File: src/rtl/promote_menu_ctrl_pkg.sv
// Shared chess definitions: piece encoding, promotion-menu states and screen geometry.
package promote_menu_ctrl_pkg;

    typedef enum logic [1:0] {
        QUEEN  = 2'd0,
        ROOK   = 2'd1,
        BISHOP = 2'd2,
        KNIGHT = 2'd3
    } piece_t;

    typedef enum logic [1:0] {
        IDLE = 2'd0,
        SHOW = 2'd1,
        DONE = 2'd2
    } menu_state_t;

    localparam int SCREEN_W = 640;
    localparam int SCREEN_H = 480;
    localparam int COORD_W  = 10;

    // Left/right in the same cycle cancel; otherwise step with wrap-around.
    function automatic piece_t step_sel(input piece_t sel, input logic left, input logic right);
        piece_t result;
        result = sel;
        if (right && !left) begin
            result = piece_t'(sel + 2'd1);
        end else if (left && !right) begin
            result = piece_t'(sel - 2'd1);
        end
        return result;
    endfunction

endpackage

File: src/rtl/promote_sprite_addr.sv
// Maps a raster position to the four-tile promotion sprite: box hit, tile number, ROM address.
module promote_sprite_addr
    import promote_menu_ctrl_pkg::*;
#(
    parameter int MENU_X = 224,
    parameter int MENU_Y = 208,
    parameter int TILE_W = 48,
    parameter int TILE_H = 48,
    parameter int ROM_AW = 14
) (
    input  logic [COORD_W-1:0] draw_x,
    input  logic [COORD_W-1:0] draw_y,
    output logic               in_box,
    output logic [1:0]         tile,
    output logic [ROM_AW-1:0]  rom_addr
);

    localparam logic [COORD_W-1:0] X_LO = COORD_W'(MENU_X);
    localparam logic [COORD_W-1:0] X_HI = COORD_W'(MENU_X + 4 * TILE_W);
    localparam logic [COORD_W-1:0] Y_LO = COORD_W'(MENU_Y);
    localparam logic [COORD_W-1:0] Y_HI = COORD_W'(MENU_Y + TILE_H);

    logic [COORD_W-1:0] rx;
    logic [COORD_W-1:0] ry;

    // Bounds are checked before subtracting, so rx/ry never underflow.
    always_comb begin
        in_box   = (draw_x >= X_LO) && (draw_x < X_HI) && (draw_y >= Y_LO) && (draw_y < Y_HI);
        rx       = '0;
        ry       = '0;
        tile     = 2'd0;
        rom_addr = '0;
        if (in_box) begin
            rx = draw_x - X_LO;
            ry = draw_y - Y_LO;
            for (int i = 1; i < 4; i++) begin
                if (rx >= COORD_W'(i * TILE_W)) begin
                    tile = 2'(i);
                end
            end
            rom_addr = ROM_AW'(ry) * ROM_AW'(4 * TILE_W) + ROM_AW'(rx);
        end
    end

endmodule

File: src/rtl/promote_menu_ctrl.sv
// Pawn-promotion overlay: keyboard-driven piece menu plus sprite ROM sequencing for the raster.
module promote_menu_ctrl
    import promote_menu_ctrl_pkg::*;
#(
    parameter int         MENU_X     = 224,
    parameter int         MENU_Y     = 208,
    parameter int         TILE_W     = 48,
    parameter int         TILE_H     = 48,
    parameter int         ROM_AW     = 14,
    parameter int         ROM_LAT    = 1,
    parameter logic [3:0] TRANSP_IDX = 4'd13
) (
    input  logic               clk,
    input  logic               reset,
    input  logic               promo_req,
    input  logic               promo_color,
    input  logic               key_left,
    input  logic               key_right,
    input  logic               key_enter,
    input  logic               frame_start,
    input  logic [COORD_W-1:0] DrawX,
    input  logic [COORD_W-1:0] DrawY,
    output logic [ROM_AW-1:0]  rom_addr,
    input  logic [3:0]         rom_data,
    output logic [3:0]         pal_index,
    output logic               overlay_en,
    output logic               highlight,
    output logic               busy,
    output logic               promo_done,
    output logic [1:0]         promo_piece,
    output logic               promo_side
);

    menu_state_t state_q, state_d;
    piece_t      sel_q, sel_d;
    piece_t      piece_q, piece_d;
    piece_t      disp_sel_q, disp_sel_d;
    logic        busy_q, busy_d;
    logic        done_q, done_d;
    logic        side_q, side_d;
    logic        disp_active_q, disp_active_d;
    logic [3:0]  pal_q, pal_d;
    logic        ovl_q, ovl_d;
    logic        hl_q, hl_d;

    logic [ROM_LAT-1:0] vis_pipe_q, vis_pipe_d;
    logic [ROM_LAT-1:0] match_pipe_q, match_pipe_d;

    logic       in_box;
    logic [1:0] tile;

    promote_sprite_addr #(
        .MENU_X (MENU_X),
        .MENU_Y (MENU_Y),
        .TILE_W (TILE_W),
        .TILE_H (TILE_H),
        .ROM_AW (ROM_AW)
    ) u_addr (
        .draw_x   (DrawX),
        .draw_y   (DrawY),
        .in_box   (in_box),
        .tile     (tile),
        .rom_addr (rom_addr)
    );

    // Per-pixel control rides alongside the ROM read so it lines up with rom_data.
    assign vis_pipe_d[0]   = in_box & disp_active_q;
    assign match_pipe_d[0] = (tile == disp_sel_q);

    genvar gi;
    generate
        for (gi = 1; gi < ROM_LAT; gi++) begin : g_align
            assign vis_pipe_d[gi]   = vis_pipe_q[gi-1];
            assign match_pipe_d[gi] = match_pipe_q[gi-1];
        end
    endgenerate

    always_comb begin
        state_d       = state_q;
        sel_d         = sel_q;
        piece_d       = piece_q;
        busy_d        = busy_q;
        done_d        = 1'b0;
        side_d        = side_q;
        disp_sel_d    = disp_sel_q;
        disp_active_d = disp_active_q;

        case (state_q)
            IDLE: begin
                if (promo_req) begin
                    side_d  = promo_color;
                    sel_d   = QUEEN;
                    state_d = SHOW;
                    busy_d  = 1'b1;
                end
            end
            SHOW: begin
                if (key_enter) begin
                    state_d = DONE;
                    busy_d  = 1'b0;
                    done_d  = 1'b1;
                    piece_d = sel_q;
                end else begin
                    sel_d = step_sel(sel_q, key_left, key_right);
                end
            end
            DONE: begin
                state_d = IDLE;
            end
            default: begin
                state_d = IDLE;
                busy_d  = 1'b0;
            end
        endcase

        // Display copies only move at vblank so the overlay never tears.
        if (frame_start) begin
            disp_sel_d    = sel_q;
            disp_active_d = busy_q;
        end

        pal_d = rom_data;
        ovl_d = vis_pipe_q[ROM_LAT-1] & (rom_data != TRANSP_IDX);
        hl_d  = ovl_d & match_pipe_q[ROM_LAT-1];
    end

    always_ff @(posedge clk or posedge reset) begin
        if (reset) begin
            state_q       <= IDLE;
            sel_q         <= QUEEN;
            piece_q       <= QUEEN;
            disp_sel_q    <= QUEEN;
            busy_q        <= 1'b0;
            done_q        <= 1'b0;
            side_q        <= 1'b0;
            disp_active_q <= 1'b0;
            vis_pipe_q    <= '0;
            match_pipe_q  <= '0;
            pal_q         <= 4'd0;
            ovl_q         <= 1'b0;
            hl_q          <= 1'b0;
        end else begin
            state_q       <= state_d;
            sel_q         <= sel_d;
            piece_q       <= piece_d;
            disp_sel_q    <= disp_sel_d;
            busy_q        <= busy_d;
            done_q        <= done_d;
            side_q        <= side_d;
            disp_active_q <= disp_active_d;
            vis_pipe_q    <= vis_pipe_d;
            match_pipe_q  <= match_pipe_d;
            pal_q         <= pal_d;
            ovl_q         <= ovl_d;
            hl_q          <= hl_d;
        end
    end

    assign pal_index   = pal_q;
    assign overlay_en  = ovl_q;
    assign highlight   = hl_q;
    assign busy        = busy_q;
    assign promo_done  = done_q;
    assign promo_piece = piece_q;
    assign promo_side  = side_q;

endmodule
File: config.mk
export PLATFORM = sky130hd
export DESIGN_NAME = promote_menu_ctrl
export DESIGN_NICKNAME = d
export VERILOG_FILES = /design/src/rtl/promote_menu_ctrl_pkg.sv /design/src/rtl/promote_sprite_addr.sv /design/src/rtl/promote_menu_ctrl.sv
export SDC_FILE = /design/constraint.sdc
export NUM_CORES = 1
export LEC_CHECK = 0
export BUFFER_PORTS_ARGS = -buffer_cell sky130_fd_sc_hd__buf_2
export CAP_MARGIN = 40
export CORE_ASPECT_RATIO = 0.8
export CORE_MARGIN = 3
export CORE_UTILIZATION = 50
export DETAILED_ROUTE_END_ITERATION = 6
export GPL_ROUTABILITY_DRIVEN = 0
export HOLD_SLACK_MARGIN = 0.06
export PLACE_DENSITY = 0.78
export REMOVE_ABC_BUFFERS = 1
export SLEW_MARGIN = 20
export SYNTH_ARGS = -nofsm -noshare
export SYNTH_HDL_FRONTEND = slang
export SYNTH_HIERARCHICAL = 1
export SYNTH_SLANG_ARGS = --single-unit
File: constraint.sdc
create_clock -name clk -period 4.6 [get_ports clk]
set_input_delay 0.92 -clock clk [delete_from_list [all_inputs] [get_ports clk]]
set_output_delay 0.92 -clock clk [all_outputs]
set_load 0.01 [all_outputs]
Yosys cells after proc, flatten, opt, wreduce, memory -nomap -nowiden
Cells that the tools add are included.

Add/subtract/negate cells: 5. Multipliers: 1. Divide/modulo/power cells: 0. $lt $le $gt $ge: 7. Equal/unequal tests: 8. Shift-type cells: 0. Multiplexer cells: 18. Bitwise logic cells: 4. Reductions and logical operators: 14.

Operators with widths (number): $ge 10x8->1 const B (3); $lt 10x9->1 const B (2); $sub 10x8->10 const B (2); $mux 2 (9); $add 14x10->14 (1); $mux 14 (1); $ge 10x6->1 const B (1); $ge 10x7->1 const B (1); $mul 10x2->8 const B (1); $pmux 2 s2 (2); $ne 2x2->1 const B (3); $reduce_and 2->1 (3); $logic_and 1x1->1 (5); $mux 1 (5); $ne 4x4->1 const B (1); $reduce_and 4->1 (1); $and 1x1->1 (3); $ne 3x3->1 const B (1); $pmux 1 s3 (1); $reduce_and 3->1 (1); $add 2x1->2 const B (1); $eq 2x1->1 const B (1); $eq 2x2->1 (1); $eq 2x2->1 const B (1); 5 further kinds (6).

Register bits after elaboration: 20. Latch bits: 0. RAM bits: 0. Memory bits (read-only): 0. Bits of input ports: 32. Output and inout bits: 25. Logic and storage cells: 70. Memories: 0.

Longest topological paths before layout
Gate-level depths: netlist (run 1).

Depth in word-level cells: 7. Depth in mapped cells: 9. Gate-level depth less buffers: 9.

Cells and area by module
Netlist (run 1), hierarchy kept.

By module, submodules not included: promote_sprite_addr (instances 1, cells each 112, area an instance 840.8 um2, sequential area each 0.0 um2); promote_menu_ctrl (instances 1, cells each 60, area an instance 779.5 um2, sequential area each 500.5 um2).

Worst setup path after synthesis (run 1)
Ideal clock, no wire load.

Path type: input to output. From: input port DrawY[0]. To: output port rom_addr[13]. Data arrival time: 2906 ps. Required time: 3680 ps. Slack: 774 ps. Cell stages on the path: 9. Path buffers: 0. Cell sequence: ha_1 fa_1 xor2_1 ha_1 a21o_1 a31oi_1 a2111oi_4 a311oi_1 nor3b_2.

Longest elaborated chain between the ends: 4. Elaborated cells on any way between the ends: 8. Classes of those cells: add/sub: 2; mul: 1; order compare: 2; mux: 1; reduce/logical: 2.

Ends and longest elaborated chain: from (decl) (RTL line promote_menu_ctrl.sv:22) `input logic [COORD_W-1:0] DrawY,`; $sub 10x8->10 / $ge 10x8->1 (equally long branches) (RTL line promote_sprite_addr.sv:35, promote_sprite_addr.sv:28); $mul 10x2->8 / $logic_and 1x1->1 (equally long branches) (RTL line promote_sprite_addr.sv:41, promote_sprite_addr.sv:28); $add 14x10->14 / $logic_and 1x1->1 (equally long branches) (RTL line promote_sprite_addr.sv:41, promote_sprite_addr.sv:28); $mux 14 (*) (RTL line promote_sprite_addr.sv:33) `if (in_box) begin`; to (decl) (RTL line promote_menu_ctrl.sv:23) `output logic [ROM_AW-1:0] rom_addr,`.

Mark *: on every way between the ends. The rest lies on a longest branch, timed or not.

Final worst setup path (run 1)
Same ends and word-level chain as after synthesis.

==> metrics.txt, run 1 <==
critical path arrival=3.34 ns; Crit. End Element=output port; Yosys reg bits=20; Site Rows=17; vias in the first global route=1328; P&R area growth vs syn=22.78%; DP Wirelength=2913 um; post-route ant nets=0; Post-synth EDFFs=0; Worst Tran Pin Value=0.7218 ns; Fin. Hold Viols=0; status=finished clean; Filler cells=263; top-area cell type share of the netlist area=0.3089; Post-CTS Hold Buffers=0; Die H=56.92 um; Starting DRT DRC Count=120; Synth async-reset ratio=1.000; Max-Cap Viols=0; PwrDens=316.1 nW/um^2; final worst path period need=4.262 ns; Worst-path clk slew=0.06 ns; top cells by instance count after synthesis=dfrtp_1 (20), ha_1 (17), inv_1 (16); starting density of the core=0.5560; number of port buffers=56; Num CTS Buffers=3; Yosys warnings=6; Nets=284; HP Class=register to register; Final Max Slew Viols=0; Mapped Area=1620 sq um; total grt overflow=0; via count=1426; post-place instance area=1948 sq um; DRC viols=0; crit-path max FO=4; final instance area=1989 sq um; CTS tree=done; VDD IR max=281.9 uV; drt wl/cell=13.18 um; die area=3964 sq um; Synth area leaders=dfrtp_1 (31%), ha_1 (13%), xor2_1 (4.9%), xnor2_1 (4.3%), a21oi_1 (4.0%); post-CTS repair timing setup buffer count=0; Crit Path Category=input pin to output port; cell accounting for the most synthesized area=dfrtp_1; largest net degree at the start of global routing=21; Post-Route WL=3545 um; post-synthesis cell count=172; Hold Slack=0.4842 ns; first-pass GRT wire length=6175 um; initial antenna violation count=0; total leakage power=1.076 nW; count of cell types in the netlist=44; fraction of layout cells with a size suffix above 1=0.3030; Critical Path RT=3.68 ns; Synth Flop Type=dfrtp_1; Post-CTS Resized=0; Root Buffer=clkbuf_8; later-pin clock latency in the skew report=0.25 ns; GRT Util Overall=0.1886; Fin Clk Skew=0.003289 ns; slew margin rel.=0.5183; # diodes=0; RSZ-0062 raised after global routing=false; Layout Utilization=0.6827; Syn Area/Cell=9.420 sq um; chip width=69.65 um; Core Area=2914 sq um; clk sinks=20; fmax=234.7 MHz; final period utilization=0.9264; Seq/Total Area, Yosys=0.3089; most common cell in the netlist=dfrtp_1; Clock Tree Buf Depth=2; DRT Pass-1 Iters=4; htree depth=1; Final setup viols=0; Vias/cell=5.301; Critical Path Start Type=input pin; # IOs=57; TNS Setup=0 ns
-- final timing paths --
kind / depth (start not counted) / slack, ns / endpoint / from
setup / recovery: 11 / 0.34 / rom_addr[13] / DrawY[0]
hold / removal: 2 / 0.48 / promo_piece[0] / promo_piece[0]
setup reg to reg: 3 / 3.35 / promo_side / state_q[0]
hold reg to reg: 2 / 0.48 / promo_piece[0] / promo_piece[0]
max in group asynchronous: 2 / 3.37 / match_pipe_q / reset
min in group asynchronous: 2 / 0.78 / disp_sel_q[0] / reset
-- sequential cells by signal, summed over array words and instances (netlist names) --
signal	flops
pal_index	4
disp_sel_q	2
promo_piece	2
sel_q	2
state_q	2
busy	1
disp_active_q	1
highlight	1
match_pipe_q	1
overlay_en	1
promo_done	1
promo_side	1
vis_pipe_q	1
-- worst max-delay path, stage by stage --
cell and delay, ns:
buf_2 0.12, ha_1 0.22, fa_1 0.40, xor2_1 0.19, ha_1 0.34, a21o_1 0.20, a31oi_1 0.28, a2111oi_4 0.07
a311oi_1 0.37, nor3b_2 0.07, buf_2 0.15
-- cell type report --
type                       count  area (sq um)  share of cell area
inverter                      16         60.06             0.03019
tap                           38         47.55             0.02390
clock buffer                   3         41.29             0.02075
timing repair buffer          56         280.3              0.1409
multi-input combinational    136          1060              0.5327
sequential                    20         500.5              0.2516
-- layer usage --
layer,part of all wire,track usage,up-vias
met5,0,0,-
met4,0.0056,0.03279,0
met3,0.074,0.03399,5
met2,0.43,0.2894,48
met1,0.49,0.2821,647
li1,-,-,726
-- layout by cell type, fill, tap and decap left out, types with 2 or more instances in the layout --
cell and count:
nor3b_1 2, buf_2 56, o21ai_0 3, nand2_1 12, xnor2_1 8, a21oi_1 13
inv_1 16, and3_1 3, nor2_1 9, fa_1 2, xor2_1 9, nand3b_1 3
ha_1 17, and2_1 10, nand4_1 2, mux2_2 3, nand3_1 6, a31oi_1 3
clkbuf_8 3, mux2_4 2, a21o_1 5, dfrtp_1 20
-- logic make-up after synthesis --
group           after synthesis  synth area share
xor+xnor                     17           0.09190
flops                        20            0.3089
fa+ha+maj                    19            0.1560
compound gates               39            0.1753
mux                           5           0.03938
buf+inv                      16           0.03707
simple gates                 56            0.1915
-- where the power goes --
part	leakage (nW)	switching (mW)	internal (mW)	total, mW
Combinational	0.802	0.132	0.129	0.261
Sequential	0.252	0.0379	0.222	0.260
Clock	0.0216	0.0506	0.0582	0.109
-- through the flow --
stage                     std cells  worst slack, ns  power [mW]
after CTS                       269           0.3755      0.6319
final                           269           0.3384      0.6289
after global routing            269           0.1826      0.6786
after global placement          266           0.4601      0.5115
after detailed placement        266           0.3718      0.5186
after floorplan                 172           0.7744      0.4442
(Power assumes the default switching activity.)
==> run 2, diff against run 1 <==
==> constraint.sdc (replaced) <==
create_clock -name clk -period 4.6 [get_ports clk]
set_input_delay 0.69 -clock clk [delete_from_list [all_inputs] [get_ports clk]]
set_output_delay 0.69 -clock clk [all_outputs]
set_load 0.01 [all_outputs]
==> run 2 against run 1 <==
Against the previous run:
- highest routed layer unchanged
- core utilization is the same
- via count is the same
- critical path depth is the same
- combinational power is essentially flat
- largest cell class unchanged
- worst hold slack lost 0.0063 ns
- clock power is essentially flat
- die area is the same
- cell area is the same
- largest power group is now registers
- sequential share of layout area is the same
- clock-buffer cell count is the same
- global-route usage shrank 0.37 points
==> metrics.txt, run 2 (synthesized netlist as in run 1, its figures left out) <==
Fin Clk Skew=0.004458 ns (+0.001170 ns); status=finished clean; initial antenna violation count=0 (unchanged); total grt overflow=0 (unchanged); final setup margin=0.8328 ns (+0.4944 ns); Starting DRT DRC Count=34 (-72%); most common cell after layout, fill and taps aside=buf_2; Post-Route WL=3518 um (-0.76%); Core Area=2914 sq um (unchanged); Worst Tran Pin Value=0.7156 ns (-0.006245 ns); Crit. End Element=output port; later-pin clock latency in the skew report=0.25 ns (about the same); Final setup viols=0 (unchanged); Filler cells=244 (-7.2%); GRT Util Overall=0.1849 (-0.003709); starting density of the core=0.5560 (unchanged); TNS Setup=0 ns (unchanged); chip width=69.65 um (unchanged); post-CTS repair timing setup buffer count=0 (unchanged); post-route ant nets=0 (unchanged); most frequent cells in the layout=buf_2 (56), dfrtp_1 (20), ha_1 (17), inv_1 (16), a21oi_1 (13); # diodes=0 (unchanged); DP Wirelength=2925 um (+0.41%); Critical Path RT=3.91 ns (+0.23 ns); Nets=284 (unchanged); critical path arrival=3.08 ns (-0.26 ns); Num CTS Buffers=3 (unchanged); M2 GR Usage=0.2813 (-0.008152); # IOs=57 (unchanged); Crit Path Category=input pin to output port; max reg flops=4 (unchanged); fraction of layout cells with a size suffix above 1=0.3030 (unchanged); total leakage power=1.076 nW (unchanged); Site Rows=17 (unchanged); Vias/cell=5.301 (unchanged); DRC viols=0 (unchanged); Fin. Hold Viols=0 (unchanged); Clock Tree Buf Depth=2 (unchanged); overall power=626.1 uW (-0.45%); clk sinks=20 (unchanged); largest net degree at the start of global routing=21 (unchanged); fmax=265.4 MHz (+13%); via count=1426 (unchanged); DRT Pass-1 Iters=4 (unchanged); Root Buffer=clkbuf_8; slew margin rel.=0.5224 (+0.004168); RSZ-0062 raised after global routing=false; Max-Cap Viols=0 (unchanged); HP Class=register to register; Die H=56.92 um (unchanged); Final Max Slew Viols=0 (unchanged); die area=3964 sq um (unchanged); Critical Path Start Type=input pin; Worst-path clk slew=0.06 ns (about the same); first-pass GRT wire length=6023 um (-2.5%); final period utilization=0.8190 (-0.1075); number of port buffers=56 (unchanged); final worst path period need=3.767 ns (-0.4944 ns); PwrDens=314.7 nW/um^2 (-0.45%); vias in the first global route=1343 (+1.1%); met3 Use GR=0.03936 (+0.005367); P&R area growth vs syn=22.78% (unchanged); Post-CTS Resized=0 (unchanged); crit-path max FO=4 (unchanged); Post-CTS Hold Buffers=0 (unchanged); most used routing layer in global routing=met2; multi-input logic area=1060 sq um (unchanged); htree depth=1 (unchanged); met1 Track Usage GR=0.2680 (-0.01408); VDD IR max=261.0 uV (-7.4%); CTS tree=done; sequential cell area=500.5 sq um (unchanged); pre-CTS setup slack=0.8411 ns (+0.4692 ns); drt wl/cell=13.08 um (-0.76%)
run 2: cell counts in the layout (fill, tap and decap cells not counted):
Identical to the previous run, type by type.
run 2: worst max-delay path, stage by stage:
cell       delay, ns
buf_2           0.12
ha_1            0.22
fa_1            0.40
xor2_1          0.19
ha_1            0.34
a21o_1          0.20
a31oi_1         0.28
a2111oi_4       0.07
a311oi_1        0.35
nor3b_2         0.07
buf_2           0.15
run 2: metal layers:
layer / wire [um] / vias up
met3: 237 / 7
met2: 1520 / 48
met5: 0 / -
met4: 42 / 0
met1: 1718 / 642
li1: - / 729
run 2: final timing paths:
path | from | to | slack (ns) | cells past startpoint
worst max-delay path | DrawY[0] | rom_addr[13] | 0.83 | 11
worst min-delay path | vis_pipe_q | overlay_en | 0.48 | 1
worst max register to register | state_q[0] | promo_side | 3.36 | 3
worst min register to register | vis_pipe_q | overlay_en | 0.48 | 1
max in group asynchronous | reset | disp_sel_q[1] | 3.61 | 2
min in group asynchronous | reset | disp_sel_q[0] | 0.54 | 2
run 2: where the power goes:
group          total (mW)  switching [mW]  leakage [nW]  internal (mW)
Clock               0.109          0.0508        0.0216         0.0582
Sequential          0.259          0.0375         0.252          0.222
Combinational       0.258           0.129         0.802          0.129
Total               0.626           0.217          1.08          0.409
run 2: layout make-up:
type / instances / area share
inverters: 16 / 0.03019
multi-input cells: 136 / 0.5327
clock buffers: 3 / 0.02075
well taps: 38 / 0.02390
repair buffers: 56 / 0.1409
flip-flops and latches: 20 / 0.2516
run 2: through the flow:
step                hold slack [ns]  utilization  cells  area (sq um)
global route                 0.4964       0.6827    269          1989
floorplan                    0.4443            -    172          1620
CTS                          0.4765       0.6827    269          1989
detailed placement           0.4618       0.6685    266          1948
global placement             0.4533       0.6685    266          1948
finish                       0.4779       0.6827    269          1989
